--- src/rtl/fetch_queue_if.sv ---
// Fetch queue bus: the instruction memory port, the redirect request and the decode-side handshake.
// The master modport belongs to fetch_queue. The slave modport belongs to the memory/decode side.
interface fetch_queue_if #(
  parameter int DEPTH = 4
);
  localparam int CW = $clog2(DEPTH) + 1;

  logic          redirect;
  logic [31:0]   redirect_pc;
  logic [31:0]   im_addr;
  logic [31:0]   im_data;
  logic          out_valid;
  logic [31:0]   out_instr;
  logic [31:0]   out_pc;
  logic          out_ready;
  logic [CW-1:0] count;

  modport master (
    input  redirect,
    input  redirect_pc,
    input  im_data,
    input  out_ready,
    output im_addr,
    output out_valid,
    output out_instr,
    output out_pc,
    output count
  );

  modport slave (
    output redirect,
    output redirect_pc,
    output im_data,
    output out_ready,
    input  im_addr,
    input  out_valid,
    input  out_instr,
    input  out_pc,
    input  count
  );
endinterface

--- src/rtl/fetch_queue.sv ---
// Instruction prefetch queue: sequential fetch from a combinational-read memory into DEPTH {pc, instr} entries.
// Optional FETCH_QUEUE_BYPASS_EN forwards the live fetch to decode whenever the queue is empty.
module fetch_queue #(
  parameter int          DEPTH    = 4,
  parameter logic [31:0] RESET_PC = 32'h0000_3000
) (
  input logic          clk,
  input logic          rst,
  fetch_queue_if.master bus
);
  localparam int AW = $clog2(DEPTH);
  localparam int CW = AW + 1;
  localparam logic [CW-1:0] FULL_COUNT = CW'(DEPTH);

  logic [31:0]   fetch_pc_reg, fetch_pc_next;
  logic [AW-1:0] wr_ptr_reg, wr_ptr_next;
  logic [AW-1:0] rd_ptr_reg, rd_ptr_next;
  logic [CW-1:0] count_reg, count_next;
  logic [31:0]   pc_mem    [DEPTH];
  logic [31:0]   instr_mem [DEPTH];

  logic             queue_empty;
  logic             queue_full;
  logic             pop;
  logic             store_pop;
  logic             fetch_en;
  logic             write_en;
  logic             bypass_take;
  logic [DEPTH-1:0] entry_we;
  logic [31:0]      head_pc;
  logic [31:0]      head_instr;

  assign queue_empty = (count_reg == '0);
  assign queue_full  = (count_reg == FULL_COUNT);
  assign head_pc     = pc_mem[rd_ptr_reg];
  assign head_instr  = instr_mem[rd_ptr_reg];

`ifdef FETCH_QUEUE_BYPASS_EN
  logic bypass_active;

  // An empty queue presents the instruction being fetched right now.
  assign bypass_active = queue_empty & ~bus.redirect;
  assign bypass_take   = bypass_active & bus.out_ready;
  assign bus.out_valid = ~queue_empty | bypass_active;
  assign bus.out_pc    = bypass_active ? bus.im_addr : head_pc;
  assign bus.out_instr = bypass_active ? bus.im_data : head_instr;
`else
  assign bypass_take   = 1'b0;
  assign bus.out_valid = ~queue_empty;
  assign bus.out_pc    = head_pc;
  assign bus.out_instr = head_instr;
`endif

  assign bus.im_addr = fetch_pc_reg;
  assign bus.count   = count_reg;

  // A bypassed consume counts as a pop of the handshake but never touches storage.
  assign pop       = bus.out_valid & bus.out_ready & ~bus.redirect;
  assign store_pop = pop & ~queue_empty;
  assign fetch_en  = ~bus.redirect & (~queue_full | pop);
  assign write_en  = fetch_en & ~bypass_take;

  for (genvar gi = 0; gi < DEPTH; gi++) begin : g_entry_we
    assign entry_we[gi] = write_en & (wr_ptr_reg == AW'(gi));
  end

  always_comb begin
    fetch_pc_next = fetch_pc_reg;
    wr_ptr_next   = wr_ptr_reg;
    rd_ptr_next   = rd_ptr_reg;
    count_next    = count_reg;
    if (bus.redirect) begin
      fetch_pc_next = {bus.redirect_pc[31:2], 2'b00};
      wr_ptr_next   = '0;
      rd_ptr_next   = '0;
      count_next    = '0;
    end else begin
      if (fetch_en) begin
        fetch_pc_next = fetch_pc_reg + 32'd4;
      end
      if (write_en) begin
        wr_ptr_next = wr_ptr_reg + AW'(1);
      end
      if (store_pop) begin
        rd_ptr_next = rd_ptr_reg + AW'(1);
      end
      count_next = count_reg + CW'(write_en) - CW'(store_pop);
    end
  end

  always_ff @(posedge clk or negedge rst) begin
    if (!rst) begin
      fetch_pc_reg <= RESET_PC;
      wr_ptr_reg   <= '0;
      rd_ptr_reg   <= '0;
      count_reg    <= '0;
    end else begin
      fetch_pc_reg <= fetch_pc_next;
      wr_ptr_reg   <= wr_ptr_next;
      rd_ptr_reg   <= rd_ptr_next;
      count_reg    <= count_next;
    end
  end

  // Entries are cleared on reset so the idle head reads as zero.
  always_ff @(posedge clk or negedge rst) begin
    if (!rst) begin
      for (int i = 0; i < DEPTH; i++) begin
        pc_mem[i]    <= '0;
        instr_mem[i] <= '0;
      end
    end else begin
      for (int i = 0; i < DEPTH; i++) begin
        if (entry_we[i]) begin
          pc_mem[i]    <= fetch_pc_reg;
          instr_mem[i] <= bus.im_data;
        end
      end
    end
  end
endmodule

--- src/flat_wrapper.sv ---
// flat-port wrapper written by rule: the top's interface ports become plain ports
module fetch_queue_flat 
#(
  parameter int          DEPTH    = 4,
  parameter logic [31:0] RESET_PC = 32'h0000_3000
)
  (clk, rst, bus_redirect, bus_redirect_pc, bus_im_data, bus_out_ready, bus_im_addr, bus_out_valid, bus_out_instr, bus_out_pc, bus_count);
  fetch_queue_if #(.DEPTH(DEPTH)) bus_i ();
  input logic clk;
  input logic rst;
  input wire logic [$bits(bus_i.redirect)-1:0] bus_redirect;
  input wire logic [$bits(bus_i.redirect_pc)-1:0] bus_redirect_pc;
  input wire logic [$bits(bus_i.im_data)-1:0] bus_im_data;
  input wire logic [$bits(bus_i.out_ready)-1:0] bus_out_ready;
  output wire logic [$bits(bus_i.im_addr)-1:0] bus_im_addr;
  output wire logic [$bits(bus_i.out_valid)-1:0] bus_out_valid;
  output wire logic [$bits(bus_i.out_instr)-1:0] bus_out_instr;
  output wire logic [$bits(bus_i.out_pc)-1:0] bus_out_pc;
  output wire logic [$bits(bus_i.count)-1:0] bus_count;
  assign bus_i.redirect = bus_redirect;
  assign bus_i.redirect_pc = bus_redirect_pc;
  assign bus_i.im_data = bus_im_data;
  assign bus_i.out_ready = bus_out_ready;
  assign bus_im_addr = bus_i.im_addr;
  assign bus_out_valid = bus_i.out_valid;
  assign bus_out_instr = bus_i.out_instr;
  assign bus_out_pc = bus_i.out_pc;
  assign bus_count = bus_i.count;
  fetch_queue #(.DEPTH(DEPTH), .RESET_PC(RESET_PC)) u_core (.clk(clk), .rst(rst), .bus(bus_i));
endmodule
--- config.mk ---
export PLATFORM = sky130hd
export DESIGN_NAME = fetch_queue_flat
export DESIGN_NICKNAME = d
export VERILOG_FILES = /design/src/rtl/fetch_queue_if.sv /design/src/rtl/fetch_queue.sv /design/src/flat_wrapper.sv
export SDC_FILE = /design/constraint.sdc
export NUM_CORES = 1
export LEC_CHECK = 0
export ABC_AREA = 1
export BUFFER_PORTS_ARGS = -buffer_cell sky130_fd_sc_hd__buf_4
export CAP_MARGIN = 20
export CORE_MARGIN = 2
export CORE_UTILIZATION = 60
export DETAILED_ROUTE_END_ITERATION = 10
export PLACE_DENSITY = 0.78
export SYNTH_ARGS = -nofsm -noshare
export SYNTH_HDL_FRONTEND = slang
export SYNTH_SLANG_ARGS = --single-unit
--- constraint.sdc ---
create_clock -name clk -period 4.9 [get_ports clk]
set_input_delay 0 -clock clk [delete_from_list [all_inputs] [get_ports clk]]
set_output_delay 0 -clock clk [all_outputs]
set_load 0.05 [all_outputs]
After elaboration in Yosys (flattened, before gate mapping)
Cells that the tools add are included.

Order comparisons: 1. Bitwise operators: 13. Multiplexer cells: 13. $add $sub $neg: 5. Reductions and logical operators: 4. Equality and inequality tests: 4.

Operator list (number): $mux W32 (6); $bmux W32 S2 (2); $add A32 B3 Y32 const B (1); $and A1 B1 Y1 (8); $mux W2 (4); $add A2 B1 Y2 const B (2); $eq A2 B2 Y1 const B (2); $reduce_bool A2 Y1 (2); $add A3 B1 Y3 (1); $eq A3 B3 Y1 const B (1); $ge A3 B3 Y1 const B (1); $logic_not A3 Y1 (1); $mux W3 (1); $not A1 Y1 (3); $not A2 Y3 (1); $sub A3 B1 Y3 (1); $eq A2 B1 Y1 const B (1); $logic_not A2 Y1 (1); $or A1 B1 Y1 (1).

Flip-flop bits (word level): 295. Output and inout bits: 100. Word-level logic and storage cells: 52. Input bits: 68.

Depth between registers and ports, before layout
Gate-level depths: netlist of the first run.

Word-level depth: 9. Depth in mapped cells: 11. Depth with buffers taken out: 11.

Least setup slack after synthesis of the first run
OpenSTA, ideal clock, no wires.

Path kind: register to register. Start point: register u_core.count_reg[1] (netlist: u_core.bus.count[1]). End point: register u_core.count_reg[2] (netlist: u_core.bus.count[2]). Cell stages (with the launch flop): 12. Arrival time: 2.106 ns. Clock period less this slack: 2.231 ns. Required time: 4.775 ns. Library setup time: 0.125 ns. Slack: 2.669 ns. Cells stage by stage: dfrtp_1 -> nor2_2 -> a21oi_1 -> inv_1 -> nor2_1 -> ha_1 -> inv_1 -> ha_1 -> inv_1 -> fa_1 -> o21ai_0 -> a21oi_1.

Word-level cells in the longest chain between the ends: 9.

RTL lines: from (decl) (RTL line fetch_queue.sv:18) `logic [CW-1:0] count_reg, count_next;`; from (signal assigned) (RTL line fetch_queue.sv:101) `count_reg <= count_next;`; $logic_not A3 Y1 (RTL line fetch_queue.sv:33) `assign queue_empty = (count_reg == '0);`; $not A1 Y1 (RTL line fetch_queue.sv:49, fetch_queue.sv:59); $and A1 B1 Y1 (2 in a row) (RTL line fetch_queue.sv:58) `assign pop = bus.out_valid & bus.out_ready & ~bus.redirect;`; $or A1 B1 Y1 (RTL line fetch_queue.sv:60) `assign fetch_en = ~bus.redirect & (~queue_full | pop);`; $and A1 B1 Y1 (RTL line fetch_queue.sv:60); $add A3 B1 Y3 (RTL line fetch_queue.sv:87) `count_next = count_reg + CW'(write_en) - CW'(store_pop);`; $sub A3 B1 Y3 * (RTL line fetch_queue.sv:87); $mux W3 * (RTL line fetch_queue.sv:72) `if (bus.redirect) begin`; named net u_core.count_next[2] (RTL line fetch_queue.sv:18).

Mark *: on every way through the listed nets, which the timed path passes. The rest lies on a longest branch. A chain may end at the register's enable or synchronous reset.

Final worst setup path of the first run
Start point: register u_core.rd_ptr_reg[0]. End point: output port bus_out_pc[8].

Word-level cells in the longest chain between the ends: 4.

RTL lines: from (decl) (RTL line fetch_queue.sv:17) `logic [AW-1:0] rd_ptr_reg, rd_ptr_next;`; from (signal assigned) (RTL line fetch_queue.sv:100) `rd_ptr_reg <= rd_ptr_next;`; $not A2 Y3 (not written as such) (RTL line fetch_queue.sv:35) `assign head_pc = pc_mem[rd_ptr_reg];`; $bmux W32 S2 (RTL line fetch_queue.sv:35); $mux W32 (not written as such) (2 in a row) (RTL line fetch_queue.sv:35); to (decl) (RTL line flat_wrapper.sv:18) `output wire logic [$bits(bus_i.out_pc)-1:0] bus_out_pc;`.

No other way between the ends. The select of a mux whose other input is x is not followed.

==> implementation parameters, run 1 <==
Parameter                              Value

Status
  Run status ... complete, no violations

Floorplan
  Io pins ... roughly 170
  Height of the die ... roughly 150 um
  Floorplan Core Area ... 21800 um^2
  Count of standard-cell rows ... 54
  Starting Density ... 60.9%
  Die Width ... about 150 um
  Die Outline Area ... approximately 23000 um^2

Power and ir drop
  Fraction of power consumed by combinational cells ... 45.0%
  Clock group share of total power ... around a fifth
  Peak supply drop ... between 0.4 and 0.5 mV
  Sw Share ... 44.6%
  Power density over cell area ... 715 nW/um^2
  Static power due to leakage ... slightly below 8 nW
  Total internal power ... 6.40 mW
  Sequential fraction of design power ... a little over a third
  Switching pwr ... 5.17 mW

Synthesis
  Share of synthesized flip-flops with an asynchronous set or reset ... 100%
  Share of the synthesized area in the top cell type ... between 50 and 60%
  Post-synthesis area per instance ... 8.33 um^2
  Top post-synthesis cells by area ... sky130_fd_sc_hd__dfrtp_1, sky130_fd_sc_hd__nand2_1, sky130_fd_sc_hd__o21ai_1, sky130_fd_sc_hd__o21ai_0, sky130_fd_sc_hd__nor2_1
  Register area share after synthesis ... between 50% and 60%
  Gate count after technology mapping ... 1592
  Unique cell type count in the Yosys netlist ... 34
  Synthesized flop and latch total ... approximately 290
  Yosys warns ... 0
  Dominant cell type by area after synthesis ... sky130_fd_sc_hd__dfrtp_1
  Number of synthesized flops with an enable pin ... 0
  Synthesized area ... 13300 um^2
  Most instantiated flip-flop cell in the synthesis netlist ... sky130_fd_sc_hd__dfrtp_1

Placed design
  Post-DP HPWL ... 19300 um
  # port buffers ... 161
  Routability cong. ... about 0.96

Finish
  Commonest non-fill, non-tap cell in the layout ... sky130_fd_sc_hd__nand2_1
  Max reg flops ... approximately 130
  Share of final-layout standard cells stronger than drive strength 1 ... 13.9%
  Largest register by flop count ... u_core.instr_mem
  Number of nets in the layout ... roughly 1900
  Number of fill cells in the layout ... 1608
  Count of inserted antenna diode cells ... 0
  Synth-to-Final Area Change ... 22.0%
  Commonest non-fill, non-tap cells in the layout ... sky130_fd_sc_hd__nand2_1, sky130_fd_sc_hd__dfrtp_1, sky130_fd_sc_hd__o21ai_1

GRT
  Total grt overflow ... 0
  Met1 Track Usage GR ... between 40% and 50%
  Number of global-route vias before repair ... 11403
  Top Usage Layer GRT ... met2
  Global-route wire length before repair ... 56700 um
  GRT met2 Usage ... slightly below 50%
  Largest net degree at the start of global routing ... 98
  Met3 Resource Use GR ... approximately 4.3%
  Antenna violations before repair ... 0
  Total Routing Usage GR ... 29.3%

Route
  Number of detailed-route iterations in the first pass ... 7
  Post-detailed-route count of antenna-violating nets ... 0
  Average vias per placed instance ... 5.68
  Number of vias in the routed layout ... between 10000 and 15000
  WL per Instance ... 16.7 um
  Detailed Route Iter0 Violations ... 1095
  Final routed DRC violation total ... 0
  Final routed wirelength across all metal layers ... 34800 um

Clock tree
  Post-CTS setup buffers ... 0
  Inserted Clock Buffers ... 30
  Count of H-tree levels built during CTS ... 1
  Sinks on Clock Net ... about 290
  Clock Latency Late Sink ... approximately 0.55 ns
  Clock slew at the register clock pins of the worst setup and hold paths ... around 0.060 ns
  CTS tree ... built
  Max Buffers Root-to-Sink ... 3
  Root buf cell ... sky130_fd_sc_hd__clkbuf_16

STA
  Top achievable clock speed ... a little under 300 MHz
  Final Critical Period ... roughly 3.5 ns
  Maximum clock skew at final layout ... roughly 0.013 ns
  Hold slack ... approximately 0.075 ns
  Worst slew pin tran ... ~1.1 ns
  Final setup TNS ... 0 ns
  Max-slew headroom ... between 20% and 30%
  Final period utilization ... between 70% and 80%
  Number of pins with negative max-slew slack in the final report ... 0
  RSZ-0062 raised after global routing ... false
  Hold violation total from the final report ... 0
  Final-report setup violation count ... 0

Setup path
  R2R depth ... 8
  Count of cell instances traversed by the critical path ... 5
  Library cell appearing most often on the critical path ... sky130_fd_sc_hd__buf_4
  Family with the most delay on the worst path ... buffers and inverters
  Worst reg-to-reg setup slack ... about 2 ns
  Critical path's slowest cell ... sky130_fd_sc_hd__clkinv_2
  Start-to-end type of the worst setup path ... flop to output port
  CP Cell Sequence ... clkinv_2, buf_4, o21ai_0, o22ai_1, buf_4
  Element type at the critical path start ... flop
  Arrival time worst endpoint ... roughly 3.5 ns
  Data required time of the worst path ... a little under 5 ns
  Maximum single-stage delay on the critical path ... about 0.90 ns
  Buffering stage count on the worst path with inverters included ... 3
  Largest driver fanout on the critical path ... between 60 and 70
  Endpoint kind of the worst setup timing path ... output port

Worst hold path
  Classification of the worst-slack hold path ... input pin to async pin

Flow run
  Max-cap violation count ... 0
==> worst paths after layout <==
path	end	startpoint
worst max-delay path	bus_out_pc[8]	u_core.rd_ptr_reg[0]$_DFFE_PN0P_
worst min-delay path	u_core.instr_mem[2]$_DFFE_PN0P_	rst
worst max register to register	u_core.instr_mem[58]$_DFFE_PN0P_	u_core.bus.count[1]$_DFF_PN0_
worst min register to register	u_core.instr_mem[39]$_DFFE_PN0P_	u_core.instr_mem[39]$_DFFE_PN0P_
max in group asynchronous	u_core.pc_mem[49]$_DFFE_PN0P_	rst
min in group clk	u_core.bus.im_addr[7]$_DFFE_PN0N_	bus_redirect_pc[7]
==> cells by family after synthesis <==
logic type	synth area share, %
adders and majority gates	0.812
xor gates and xnor gates	0.264
AOI/OAI and AO/OA	19.2
DFF	53.8
buffers and inverters	7.75
and+or+nand+nor	18.2
other	0.0283
==> area by class of cell <==
cell class,count,area (um^2),share of cell area [%]
multi-input cells,1107,5110,31.6
flip-flops and latches,285,7140,44.1
well taps,280,350,2.17
clock inverters,7,87.6,0.541
clock buffers,49,933,5.77
inverters,96,364,2.25
repair buffers,259,2200,13.6
==> metal layers <==
metal	wire (um)	vias up	part of all wire, %
met4	926	0	2.7
met2	16600	416	48
met3	2270	68	6.5
li1	-	5647	-
met5	0	-	0
met1	14900	5694	43
==> cell usage after synthesis, types with 7 or more instances <==
library cell               number
sky130_fd_sc_hd__clkbuf_1      51
sky130_fd_sc_hd__buf_6         29
sky130_fd_sc_hd__a21oi_1       13
sky130_fd_sc_hd__o21ai_2        8
sky130_fd_sc_hd__ha_1           7
sky130_fd_sc_hd__o21ai_1      234
sky130_fd_sc_hd__o21ai_0      147
sky130_fd_sc_hd__o22ai_1       64
sky130_fd_sc_hd__inv_1         90
sky130_fd_sc_hd__buf_2         18
sky130_fd_sc_hd__dfrtp_1      283
sky130_fd_sc_hd__nand2_1      382
sky130_fd_sc_hd__nand3_1       39
sky130_fd_sc_hd__nor2_1       173
==> power groups by stage <==
stage / combinational (mW) / clock [mW] / sequential, mW
after CTS: 5.20 / 2.33 / 4.04
after detailed placement: 5.10 / 0 / 4.05
final: 5.21 / 2.31 / 4.05
after global placement: 5.01 / 0 / 4.02
after floorplan: 3.64 / 0 / 4.10
after global routing: 5.65 / 2.43 / 4.18
==> worst reg2reg max path: stages, from the launching register on <==
cell	delay, ns
sky130_fd_sc_hd__dfrtp_1	0.44
sky130_fd_sc_hd__nor2_2	0.16
sky130_fd_sc_hd__o211ai_2	0.32
sky130_fd_sc_hd__nand2_2	0.23
sky130_fd_sc_hd__inv_4	0.14
sky130_fd_sc_hd__nand2_4	0.80
sky130_fd_sc_hd__buf_4	0.53
sky130_fd_sc_hd__nand2_1	0.12
sky130_fd_sc_hd__o21ai_1	0.08
==> repair_timing <==
item                                    4_1_cts  5_1_grt
endpoints found under the hold margin       254        0
resized for setup                             0        0
endpoints found under the setup margin        0        0
hold buffers                                 85        0
==> through the flow <==
step                cells  setup slack, ns  utilization, %  area [um^2]  power (mW)
floorplan            1595             2.67               -        13300        7.74
global placement     1941             2.04            65.6        14300        9.02
detailed placement   1941             2.05            65.6        14300        9.15
CTS                  2082             1.46            74.2        16200        11.6
global route         2083             1.26            74.4        16200        12.3
finish               2083             1.44            74.4        16200        11.6
No activity file was read; power rests on OpenSTA's default activity.
==> run 2, diff against run 1 <==
--- a/config.mk
+++ b/config.mk
@@ -5,13 +5,13 @@
 export SDC_FILE = /design/constraint.sdc
 export NUM_CORES = 1
 export LEC_CHECK = 0
-export ABC_AREA = 1
+export ABC_AREA = 0
 export BUFFER_PORTS_ARGS = -buffer_cell sky130_fd_sc_hd__buf_4
 export CAP_MARGIN = 20
 export CORE_MARGIN = 2
-export CORE_UTILIZATION = 60
+export CORE_UTILIZATION = 58
 export DETAILED_ROUTE_END_ITERATION = 10
-export PLACE_DENSITY = 0.78
+export PLACE_DENSITY = 0.76
 export SYNTH_ARGS = -nofsm -noshare
 export SYNTH_HDL_FRONTEND = slang
 export SYNTH_SLANG_ARGS = --single-unit
==> constraint.sdc (replaced) <==
create_clock -name clk -period 3.2 [get_ports clk]
set_input_delay 0 -clock clk [delete_from_list [all_inputs] [get_ports clk]]
set_output_delay 0 -clock clk [all_outputs]
set_load 0.05 [all_outputs]
==> implementation parameters, run 2 <==
Parameter                              Value

Power and ir drop
  Sw Share ... a little under 40%
  Static power due to leakage ... 6.86 nW
  Power density over cell area ... ~1100 nW/um^2
  Peak supply drop ... 0.761 mV
  Fraction of power consumed by combinational cells ... 45.6%
  Sequential fraction of design power ... around 36%
  Switching pwr ... 6.70 mW
  Final Power ... roughly 17 mW
  Clock group share of total power ... a little under a fifth
  Total internal power ... 10.7 mW

Synthesis
  Dominant cell type by area after synthesis ... sky130_fd_sc_hd__dfrtp_1
  Post-synthesis area per instance ... approximately 15 um^2
  Simple-Gate Fraction of Synth Area ... under 10%
  Top post-synthesis cells by area ... sky130_fd_sc_hd__dfrtp_1, sky130_fd_sc_hd__mux2_2, sky130_fd_sc_hd__mux4_2, sky130_fd_sc_hd__mux2_1, sky130_fd_sc_hd__buf_2
  Synthesized-area fraction occupied by ao, oa, aoi and oai cells ... ~3.2%
  Number of synthesized flops with an enable pin ... 0
  Xor and xnor fraction of the mapped netlist area ... less than 1%
  Most used standard cell by instance count after synthesis ... sky130_fd_sc_hd__dfrtp_1
  Register area share after synthesis ... between 50% and 60%
  Synthesized flop and latch total ... around 290
  Synthesized area ... ~13000 um^2
  Unique cell type count in the Yosys netlist ... 59
  Yosys warns ... 0
  Adder and majority cell fraction of the synthesized area ... less than 1%
  Share of the synthesized area in the top cell type ... a little over half
  Most instantiated flip-flop cell in the synthesis netlist ... sky130_fd_sc_hd__dfrtp_1
  Share of synthesized flip-flops with an asynchronous set or reset ... 100%
  Gate count after technology mapping ... 877
  Post-synth top cells ... sky130_fd_sc_hd__dfrtp_1, sky130_fd_sc_hd__mux2_2, sky130_fd_sc_hd__mux4_2, sky130_fd_sc_hd__buf_2, sky130_fd_sc_hd__nand2_1
  Mux share of post-synthesis cell area ... between 30% and 40%
  Largest family of logic cells by synthesized area ... multiplexers

STA
  Number of pins with negative max-slew slack in the final report ... 0
  Final setup TNS ... 0 ns
  Final-report setup violation count ... 0
  Worst slew pin tran ... ~0.8 ns
  Top achievable clock speed ... 383 MHz
  Maximum clock skew at final layout ... between 0.01 and 0.015 ns
  Hold violation total from the final report ... 0
  Final worst-path setup slack ... between 0.5 and 0.6 ns
  Final Critical Period ... 2.61 ns
  Max-slew headroom ... a little under half
  RSZ-0062 raised after global routing ... false
  Final period utilization ... 81.6%

Floorplan
  Height of the die ... about 150 um
  Io pins ... roughly 170
  Count of standard-cell rows ... 54
  Floorplan Core Area ... approximately 22000 um^2
  Die Outline Area ... around 24000 um^2
  Die Width ... between 150 and 200 um
  Starting Density ... about three fifths

GRT
  Number of global-route vias before repair ... about 8800
  Antenna violations before repair ... 0
  Total Routing Usage GR ... ~26%
  Largest net degree at the start of global routing ... 97
  Global-route wire length before repair ... 48300 um
  Total grt overflow ... 0

Route
  Number of detailed-route iterations in the first pass ... 5
  Number of vias in the routed layout ... roughly 8400
  Sum of routed wire segments on met1 ... ~13000 um
  WL per Instance ... approximately 21 um
  Final routed DRC violation total ... 0
  Highest metal layer with signal wires ... met4
  Post-detailed-route count of antenna-violating nets ... 0
  Met2 routed wirelength ... around 15000 um
  Met3 Routed Length ... between 1000 and 1500 um
  Detailed Route Iter0 Violations ... 520
  Average vias per placed instance ... roughly 6.0
  Final routed wirelength across all metal layers ... 30000 um

Setup path
  Largest driver fanout on the critical path ... 9
  Data required time of the worst path ... about 3.6 ns
  Endpoint kind of the worst setup timing path ... flop
  Start-to-end type of the worst setup path ... flop to flop
  Launch point of the worst reg-to-reg path ... u_core.bus.count[1]$_DFF_PN0_
  Family with the most delay on the worst path ... simple AND/OR/NAND/NOR gates
  Maximum single-stage delay on the critical path ... around 0.66 ns
  Arrival time worst endpoint ... just over 3 ns
  Critical path's slowest cell ... sky130_fd_sc_hd__nor3b_2
  Crit. Startpoint ... u_core.bus.count[1]$_DFF_PN0_
  CP Cell Sequence ... nor3b_2, nand2_1, a41oi_1, o31ai_1, dlygate4sd3_1
  Element type at the critical path start ... flop
  Buffering stage count on the worst path with inverters included ... 1

Clock tree
  Count of H-tree levels built during CTS ... 1
  Clock slew at the register clock pins of the worst setup and hold paths ... 0.06 ns
  Root buf cell ... sky130_fd_sc_hd__clkbuf_16
  Sinks on Clock Net ... between 200 and 300
  Clock Latency Late Sink ... ~0.53 ns
  Max Buffers Root-to-Sink ... 3
  CTS tree ... built
  Inserted Clock Buffers ... 29
  Number of gates given a new drive strength after cts ... 0

Placed design
  Routability cong. ... 0.800
  Cell Count Post-Placement ... between 1000 and 1500
  Placement-stage worst setup slack ... 0.748 ns
  # port buffers ... between 150 and 200
  Post-DP HPWL ... between 15000 and 20000 um

Finish
  Fin cells ... 1412
  Number of fill cells in the layout ... between 1000 and 1500
  Largest register by flop count ... u_core.instr_mem
  Flip-flop and latch area ... approximately 7100 um^2
  Commonest non-fill, non-tap cell in the layout ... sky130_fd_sc_hd__dfrtp_1
  Share of final-layout standard cells stronger than drive strength 1 ... 47.3%
  Multi-input gate area in the final layout ... between 5000 and 6000 um^2
  Count of inserted antenna diode cells ... 0
  Number of nets in the layout ... roughly 1200
  Synth-to-Final Area Change ... 24.9%
  Max reg flops ... 128
  Commonest non-fill, non-tap cells in the layout ... sky130_fd_sc_hd__dfrtp_1, sky130_fd_sc_hd__mux2_2, sky130_fd_sc_hd__buf_4

Flow run
  Max-cap violation count ... 0

Worst hold path
  Classification of the worst-slack hold path ... input pin to async pin

Status
  Run status ... complete, no violations
==> run 2: cell types whose count changed after synthesis, sizes merged, moves of 64 or more <==
cell	before	now
mux2	0	248
nand2	388	29
inv	94	10
nor2	177	26
o21ai	389	16
o22ai	64	0
==> run 2: worst paths after layout <==
check	slack, ns	to	cells past startpoint
worst max-delay path	0.59	u_core.bus.im_addr[6]$_DFFE_PN0N_	5
worst min-delay path	0.08	u_core.instr_mem[98]$_DFFE_PN0P_	2
worst max register to register	0.59	u_core.bus.im_addr[6]$_DFFE_PN0N_	5
worst min register to register	0.48	u_core.pc_mem[68]$_DFFE_PN0P_	1
max in group asynchronous	2.31	u_core.instr_mem[16]$_DFFE_PN0P_	3
min in group clk	0.26	u_core.instr_mem[63]$_DFFE_PN0P_	3
==> run 2: per-layer routing <==
metal / vias up / GRT usage (%)
li1: 3724 / -
met1: 4418 / 35.8
met2: 229 / 42.9
met3: 51 / 4.62
met4: 0 / 5.83
met5: - / 0
==> run 2: area by class of cell <==
| cell class | instances | area share, % |
|---|---|---|
| well taps | 280 | 2.15 |
| inverters | 11 | 0.253 |
| clock inverters | 5 | 0.169 |
| flip-flops and latches | 285 | 43.8 |
| multi-input cells | 518 | 33.9 |
| clock buffers | 45 | 5.25 |
| repair buffers | 268 | 14.5 |
==> run 2: per-stage QoR <==
step / hold slack (ns) / utilization [%] / instance area, um^2
global route: 0.153 / 74.2 / 16300
global placement: 0.0962 / 66.1 / 14500
floorplan: -0.296 / - / 13100
finish: 0.0807 / 74.2 / 16300
CTS: 0.129 / 74.2 / 16300
detailed placement: 0.0948 / 66.1 / 14500
==> run 2: worst register-to-register path: cells and delay by family, from the launching register on <==
kind | cells | cell delay, ns
and+or+nand+nor | 2 | 1.04
buffers and inverters | 1 | 0.57
DFF | 1 | 0.48
AOI/OAI and AO/OA | 2 | 0.40
==> run 2: repair_timing <==
action | CTS | global route
endpoints found under the hold margin | 257 | 0
hold buffers | 90 | 0
buffers inserted | 0 | 0
==> run 2: logic make-up after synthesis <==
kind of cell	Yosys count
muxes	311
DFF	285
and+or+nand+nor	121
buffers and inverters	77
AOI/OAI and AO/OA	61
xor gates and xnor gates	13
adders and majority gates	8
other	1
==> run 2: power by group through the flow <==
stage	Clock, mW	Sequential, mW	Combinational (mW)
after floorplan	0	6.07	5.89
after global placement	0	6.23	7.68
after detailed placement	0	6.32	7.81
after CTS	3.21	6.28	7.96
after global routing	3.36	6.50	8.31
final	3.16	6.29	7.91
